File: config.mk
export PLATFORM = sky130hd
export DESIGN_NAME = systolic_ctrl
export DESIGN_NICKNAME = d
export VERILOG_FILES = /design/src/rtl/systolic_ctrl.sv
export SDC_FILE = /design/constraint.sdc
export NUM_CORES = 1
export LEC_CHECK = 0
export ABC_AREA = 1
export CORE_MARGIN = 5
export CORE_UTILIZATION = 30
export CTS_CLUSTER_DIAMETER = 100
export DETAILED_ROUTE_END_ITERATION = 7
export MAX_ROUTING_LAYER = met4
export SKIP_LAST_GASP = 1
export SYNTH_ARGS = -nofsm -noshare
export SYNTH_HDL_FRONTEND = slang
export SYNTH_SLANG_ARGS = --single-unit
File: constraint.sdc
create_clock -name i_clk -period 4.7 [get_ports i_clk]
set_input_delay 0.47 -clock i_clk [delete_from_list [all_inputs] [get_ports i_clk]]
set_output_delay 0.47 -clock i_clk [all_outputs]
set_load 0.01 [all_outputs]
File: src/rtl/systolic_ctrl.sv
// Sequencer for an N x N output-stationary systolic array: job start, operand
// streaming with row/column skew, pipeline drain and result handoff.
module systolic_ctrl #(
   parameter int W  = 16,
   parameter int N  = 3,
   parameter int KW = 8
) (
   input  logic               i_clk,
   input  logic               i_rst,
   input  logic               i_start,
   input  logic [KW-1:0]      i_k,
   input  logic               i_mode,
   input  logic [W*N-1:0]     i_a_col,
   input  logic [W*N-1:0]     i_b_row,
   input  logic               i_in_valid,
   output logic               o_in_ready,
   output logic               o_sa_en,
   output logic               o_sa_sync,
   output logic               o_sa_mode,
   output logic [W*N-1:0]     o_sa_A,
   output logic [W*N-1:0]     o_sa_B,
   input  logic [W*N*N-1:0]   i_sa_C,
   output logic [W*N*N-1:0]   o_C,
   output logic               o_c_valid,
   input  logic               i_c_ready,
   output logic               o_busy
);

   localparam int DRAIN_LEN = 2*N - 1;
   localparam int CW = (KW > $clog2(DRAIN_LEN + 1)) ? KW : $clog2(DRAIN_LEN + 1);

   typedef enum logic [2:0] {S_IDLE, S_CLEAR, S_FEED, S_DRAIN, S_DONE} state_t;

   state_t               state_q, state_d;
   logic [KW-1:0]        k_q, k_d;
   logic                 mode_q, mode_d;
   logic [CW-1:0]        cnt_q, cnt_d, cnt_inc;
   logic [W*N*N-1:0]     c_q, c_d;
   logic                 skew_clr;
   logic [W*N-1:0]       a_src, b_src;

   assign cnt_inc = cnt_q + CW'(1);

   always_comb begin
      state_d    = state_q;
      k_d        = k_q;
      mode_d     = mode_q;
      cnt_d      = cnt_q;
      c_d        = c_q;
      o_in_ready = 1'b0;
      o_sa_en    = 1'b0;
      o_sa_sync  = 1'b0;
      o_c_valid  = 1'b0;
      skew_clr   = 1'b0;
      a_src      = '0;
      b_src      = '0;
      case (state_q)
         S_IDLE: begin
            if (i_start) begin
               k_d     = i_k;
               mode_d  = i_mode;
               state_d = S_CLEAR;
            end
         end
         S_CLEAR: begin
            o_sa_sync = 1'b1;
            o_sa_en   = 1'b1;
            skew_clr  = 1'b1;
            cnt_d     = '0;
            if (k_q == '0) begin
               c_d     = '0;
               state_d = S_DONE;
            end else begin
               state_d = S_FEED;
            end
         end
         S_FEED: begin
            o_in_ready = 1'b1;
            a_src      = i_a_col;
            b_src      = i_b_row;
            // A stalled beat freezes both the skew pipeline and the array.
            if (i_in_valid) begin
               o_sa_en = 1'b1;
               cnt_d   = cnt_inc;
               if (cnt_inc == CW'(k_q)) begin
                  cnt_d   = '0;
                  state_d = S_DRAIN;
               end
            end
         end
         S_DRAIN: begin
            o_sa_en = 1'b1;
            cnt_d   = cnt_inc;
            if (cnt_q == CW'(DRAIN_LEN - 1)) begin
               c_d     = i_sa_C;
               state_d = S_DONE;
            end
         end
         S_DONE: begin
            o_c_valid = 1'b1;
            if (i_c_ready) state_d = S_IDLE;
         end
         default: state_d = S_IDLE;
      endcase
   end

   always_ff @(posedge i_clk) begin
      if (i_rst) begin
         state_q <= S_IDLE;
         k_q     <= '0;
         mode_q  <= 1'b0;
         cnt_q   <= '0;
         c_q     <= '0;
      end else begin
         state_q <= state_d;
         k_q     <= k_d;
         mode_q  <= mode_d;
         cnt_q   <= cnt_d;
         c_q     <= c_d;
      end
   end

   assign o_sa_mode = (state_q != S_IDLE) && mode_q;
   assign o_busy    = (state_q != S_IDLE);
   assign o_C       = c_q;

   assign o_sa_A[W-1:0] = a_src[W-1:0];
   assign o_sa_B[W-1:0] = b_src[W-1:0];

   // Lane gi carries a gi-deep shift register; its output is forced to zero
   // during CLEAR so the array sees only zeros while accumulators reset.
   genvar gi;
   for (gi = 1; gi < N; gi++) begin : g_skew
      logic [W-1:0] a_sr_q [0:gi-1];
      logic [W-1:0] a_sr_d [0:gi-1];
      logic [W-1:0] b_sr_q [0:gi-1];
      logic [W-1:0] b_sr_d [0:gi-1];

      always_comb begin
         for (int s = 0; s < gi; s++) begin
            a_sr_d[s] = a_sr_q[s];
            b_sr_d[s] = b_sr_q[s];
         end
         if (skew_clr) begin
            for (int s = 0; s < gi; s++) begin
               a_sr_d[s] = '0;
               b_sr_d[s] = '0;
            end
         end else if (o_sa_en) begin
            a_sr_d[0] = a_src[gi*W +: W];
            b_sr_d[0] = b_src[gi*W +: W];
            for (int s = 1; s < gi; s++) begin
               a_sr_d[s] = a_sr_q[s-1];
               b_sr_d[s] = b_sr_q[s-1];
            end
         end
      end

      always_ff @(posedge i_clk) begin
         if (i_rst) begin
            for (int s = 0; s < gi; s++) begin
               a_sr_q[s] <= '0;
               b_sr_q[s] <= '0;
            end
         end else begin
            for (int s = 0; s < gi; s++) begin
               a_sr_q[s] <= a_sr_d[s];
               b_sr_q[s] <= b_sr_d[s];
            end
         end
      end

      assign o_sa_A[gi*W +: W] = skew_clr ? '0 : a_sr_q[gi-1];
      assign o_sa_B[gi*W +: W] = skew_clr ? '0 : b_sr_q[gi-1];
   end

endmodule

==> summary.txt <==
Floorplan
  – Initial Util: between 30 and 40%
  – Row cnt: 70
  – Die area: 41000 um2
  – Die H: 202 um
  – Die width: 202 um
  – I/O pins: 500
  – Core Region: 36600 um2

Logic synthesis
  – Top post-synthesis cells by area: dfxtp_1, nand2_1, nor2_1, o21ai_1, a21oi_1
  – Mean Syn Cell Area: 6.77 um2
  – Most common flop cell mapped by yosys: dfxtp_1
  – Synth Warn #: 0
  – Most frequent cell after synthesis: nand2_1
  – Post-synth top area cell: dfxtp_1
  – Mapped Nets: approximately 1900
  – Synth Register Bits: 260
  – Netlist Area Pre-Place: roughly 11000 um2
  – Cell count after synthesis: 1641
  – Synth top area share: 46.9%
  – Post-synth ARST share: 0%
  – Seq/Total Area, Yosys: 46.9%
  – Post-synth EDFFs: 0
  – Post-synth top cells: nand2_1, dfxtp_1, nor2_1
  – Synth cell types: 25

Clock tree
  – Htree depth: 1
  – Root Driver: clkbuf_16
  – Latest clock arrival within the worst-skew pair: 0.55 ns
  – CTS Buf Count: 31
  – Gates resized, CTS repair: 0
  – Clk slew on worst S/H paths: ~0.050 ns
  – CTS max path bufs: 3
  – CTS Sinks: 260
  – Post CTS Setup Buffer Count: 0
  – Hold_buf cts: 0
  – TritonCTS clock tree: built

Power
  – Pwr/cell area: roughly 580 nW/um2
  – Power Total: ~10 mW
  – Peak supply drop: 0.360 mV
  – Leakage: 6.73 nW

Routing
  – Vias per inst: 4.49
  – First-pass DRT Iterations: 5
  – DRT iter0 DRCs: 518
  – Post-DRT Antenna Nets: 0
  – DRC Markers: 0
  – DR WL/cell: 15.0 um
  – Routed vias: 11300
  – Routed wire length: around 38 mm

STA
  – Endpoints failing setup: 0
  – RSZ-0062 raised after global routing: no
  – Slew headroom: between 30% and 40%
  – Final slew viol count: 0
  – Final hold vios: 0
  – Period minus WS final: 3.27 ns
  – Setup_tns: 0 ns
  – Worst Tran Pin Value: 1.03 ns
  – Hold WS: ~0.46 ns
  – Worst Clk Skew: around 0.0097 ns
  – Achievable Freq: 0.306 GHz
  – Period utilization: 69.5%

Hold path
  – Worst Hold Class: reg -> reg

Worst setup path
  – Worst path required time: ~4.2 ns
  – Crit-path max FO: 45
  – CP Capture Type: output pin
  – Critical Path AT: 2.80 ns
  – Critical path startpoint category: flop
  – CP Class: reg -> out
  – FF-to-FF setup slack: 2.07 ns

Cells and area
  – Area grow syn2layout: 54.0%
  – Fillers: 3670
  – Final Non-Filler Cells: 2524
  – Layout cells sized above 1: between 3 and 4%
  – Antenna diodes: 0
  – Fin nets: 2295
  – Utilization after layout: 46.7%

GRT
  – Vias in the first global route: about 11000
  – Grt total ovfl: 0
  – GRT Total Usage: around 18%
  – First-pass GRT wire length: 58.8 mm
  – Largest net degree at the start of global routing: between 100 and 150
  – Antenna violations before repair: 0

Outcome
  – Status: finished, final reports clean

Place
  – Placed Cells incl. Taps: 2474
  – Gpl congestion: 0.834
  – I/O Buffers: 499
  – Post-DP HPWL: 26.9 mm

Job
  – Max_cap viols: 0
## placed cells by master (no fill, tap or decap)
cell | synthesis | layout
a21oi_1 | 118 | 118
a31oi_1 | 1 | 1
a31oi_2 | 1 | 1
and2_1 | 1 | 1
buf_12 | 0 | 2
buf_4 | 42 | 11
bufinv_16 | 0 | 4
clkbuf_1 | 71 | 5
clkbuf_16 | 0 | 31
clkbuf_8 | 0 | 6
clkdlybuf4s50_1 | 0 | 498
clkinv_1 | 4 | 4
clkinv_2 | 0 | 3
clkinv_4 | 0 | 1
dfxtp_1 | 260 | 260
ha_1 | 2 | 2
inv_1 | 115 | 114
inv_2 | 9 | 10
nand2_1 | 536 | 534
nand2_4 | 0 | 2
nand3_1 | 85 | 85
nand4_1 | 4 | 4
nor2_1 | 194 | 194
nor2_2 | 1 | 1
nor3_1 | 3 | 3
nor3_4 | 2 | 2
o21ai_0 | 11 | 11
o21ai_1 | 145 | 145
o221ai_1 | 1 | 1
xnor2_1 | 1 | 1
xor2_1 | 1 | 1
## worst paths after layout
check | from | cells after the start | endpoint
max | state_q[1]$_SDFFE_PP0P_ | 6 | o_sa_B[19]
max reg2reg | state_q[1]$_SDFFE_PP0P_ | 8 | o_C[116]$_SDFFE_PP0P_
min | g_skew[2].a_sr_q[0][29]$_SDFFE_PP0P_ | 2 | g_skew[2].a_sr_q[0][29]$_SDFFE_PP0P_
min reg2reg | g_skew[2].a_sr_q[0][29]$_SDFFE_PP0P_ | 2 | g_skew[2].a_sr_q[0][29]$_SDFFE_PP0P_
## where the power goes
group          switching (mW)  internal, mW
Combinational            2.41          1.93
Sequential              0.335          2.83
Clock                   0.913          1.50
Total                    3.65          6.27
## worst max-delay path, stage by stage (launching register included)
cell and delay [ns]:
dfxtp_1 0.43, nor3_1 0.13, inv_2 0.58, buf_4 0.36, nand2_1 0.11, inv_1 0.07, clkdlybuf4s50_1 0.53
## layer usage
layer | up-vias | GRT usage (%) | share of wire (%)
met5 | - | - | 0
li1 | 5885 | - | -
met3 | 56 | 6.55 | 9.2
met4 | 0 | 4.66 | 2.3
met1 | 5023 | 21.2 | 42
met2 | 368 | 28.8 | 46
## final cells by class
type                            instances  area [um2]  area share (%)
Clock buffer                           42         877            5.13
Clock inverter                          8         144           0.841
Inverter                              128         480            2.81
Multi-Input combinational cell       1107        4710            27.5
Sequential cell                       260        5200            30.4
Tap cell                              468         586            3.42
Timing Repair Buffer                  511        5110            29.9
## registers in the layout, indices dropped and copies added (netlist names)
signal         flops
cnt_q              8
g_skew.a_sr_q     48
g_skew.b_sr_q     48
k_q                8
mode_q             1
o_C              144
state_q            3
## kinds of logic (layout without fill, tap and decap cells)
logic type	Yosys count	after routing	share of synthesized area (%)
compound gates	277	277	12.6
simple gates	826	826	29.3
buf+inv	274	689	10.9
flops	260	260	46.9
xor+xnor	2	2	0.158
fa+ha+maj	2	2	0.225
## per-stage QoR
stage / area [um2] / worst slack [ns]
after global placement: 16100 / 2.06
after CTS: 17100 / 1.37
after global routing: 17100 / 1.20
final: 17100 / 1.43
after floorplan: 11100 / 2.82
after detailed placement: 16100 / 1.98
(Power assumes the default switching activity.)
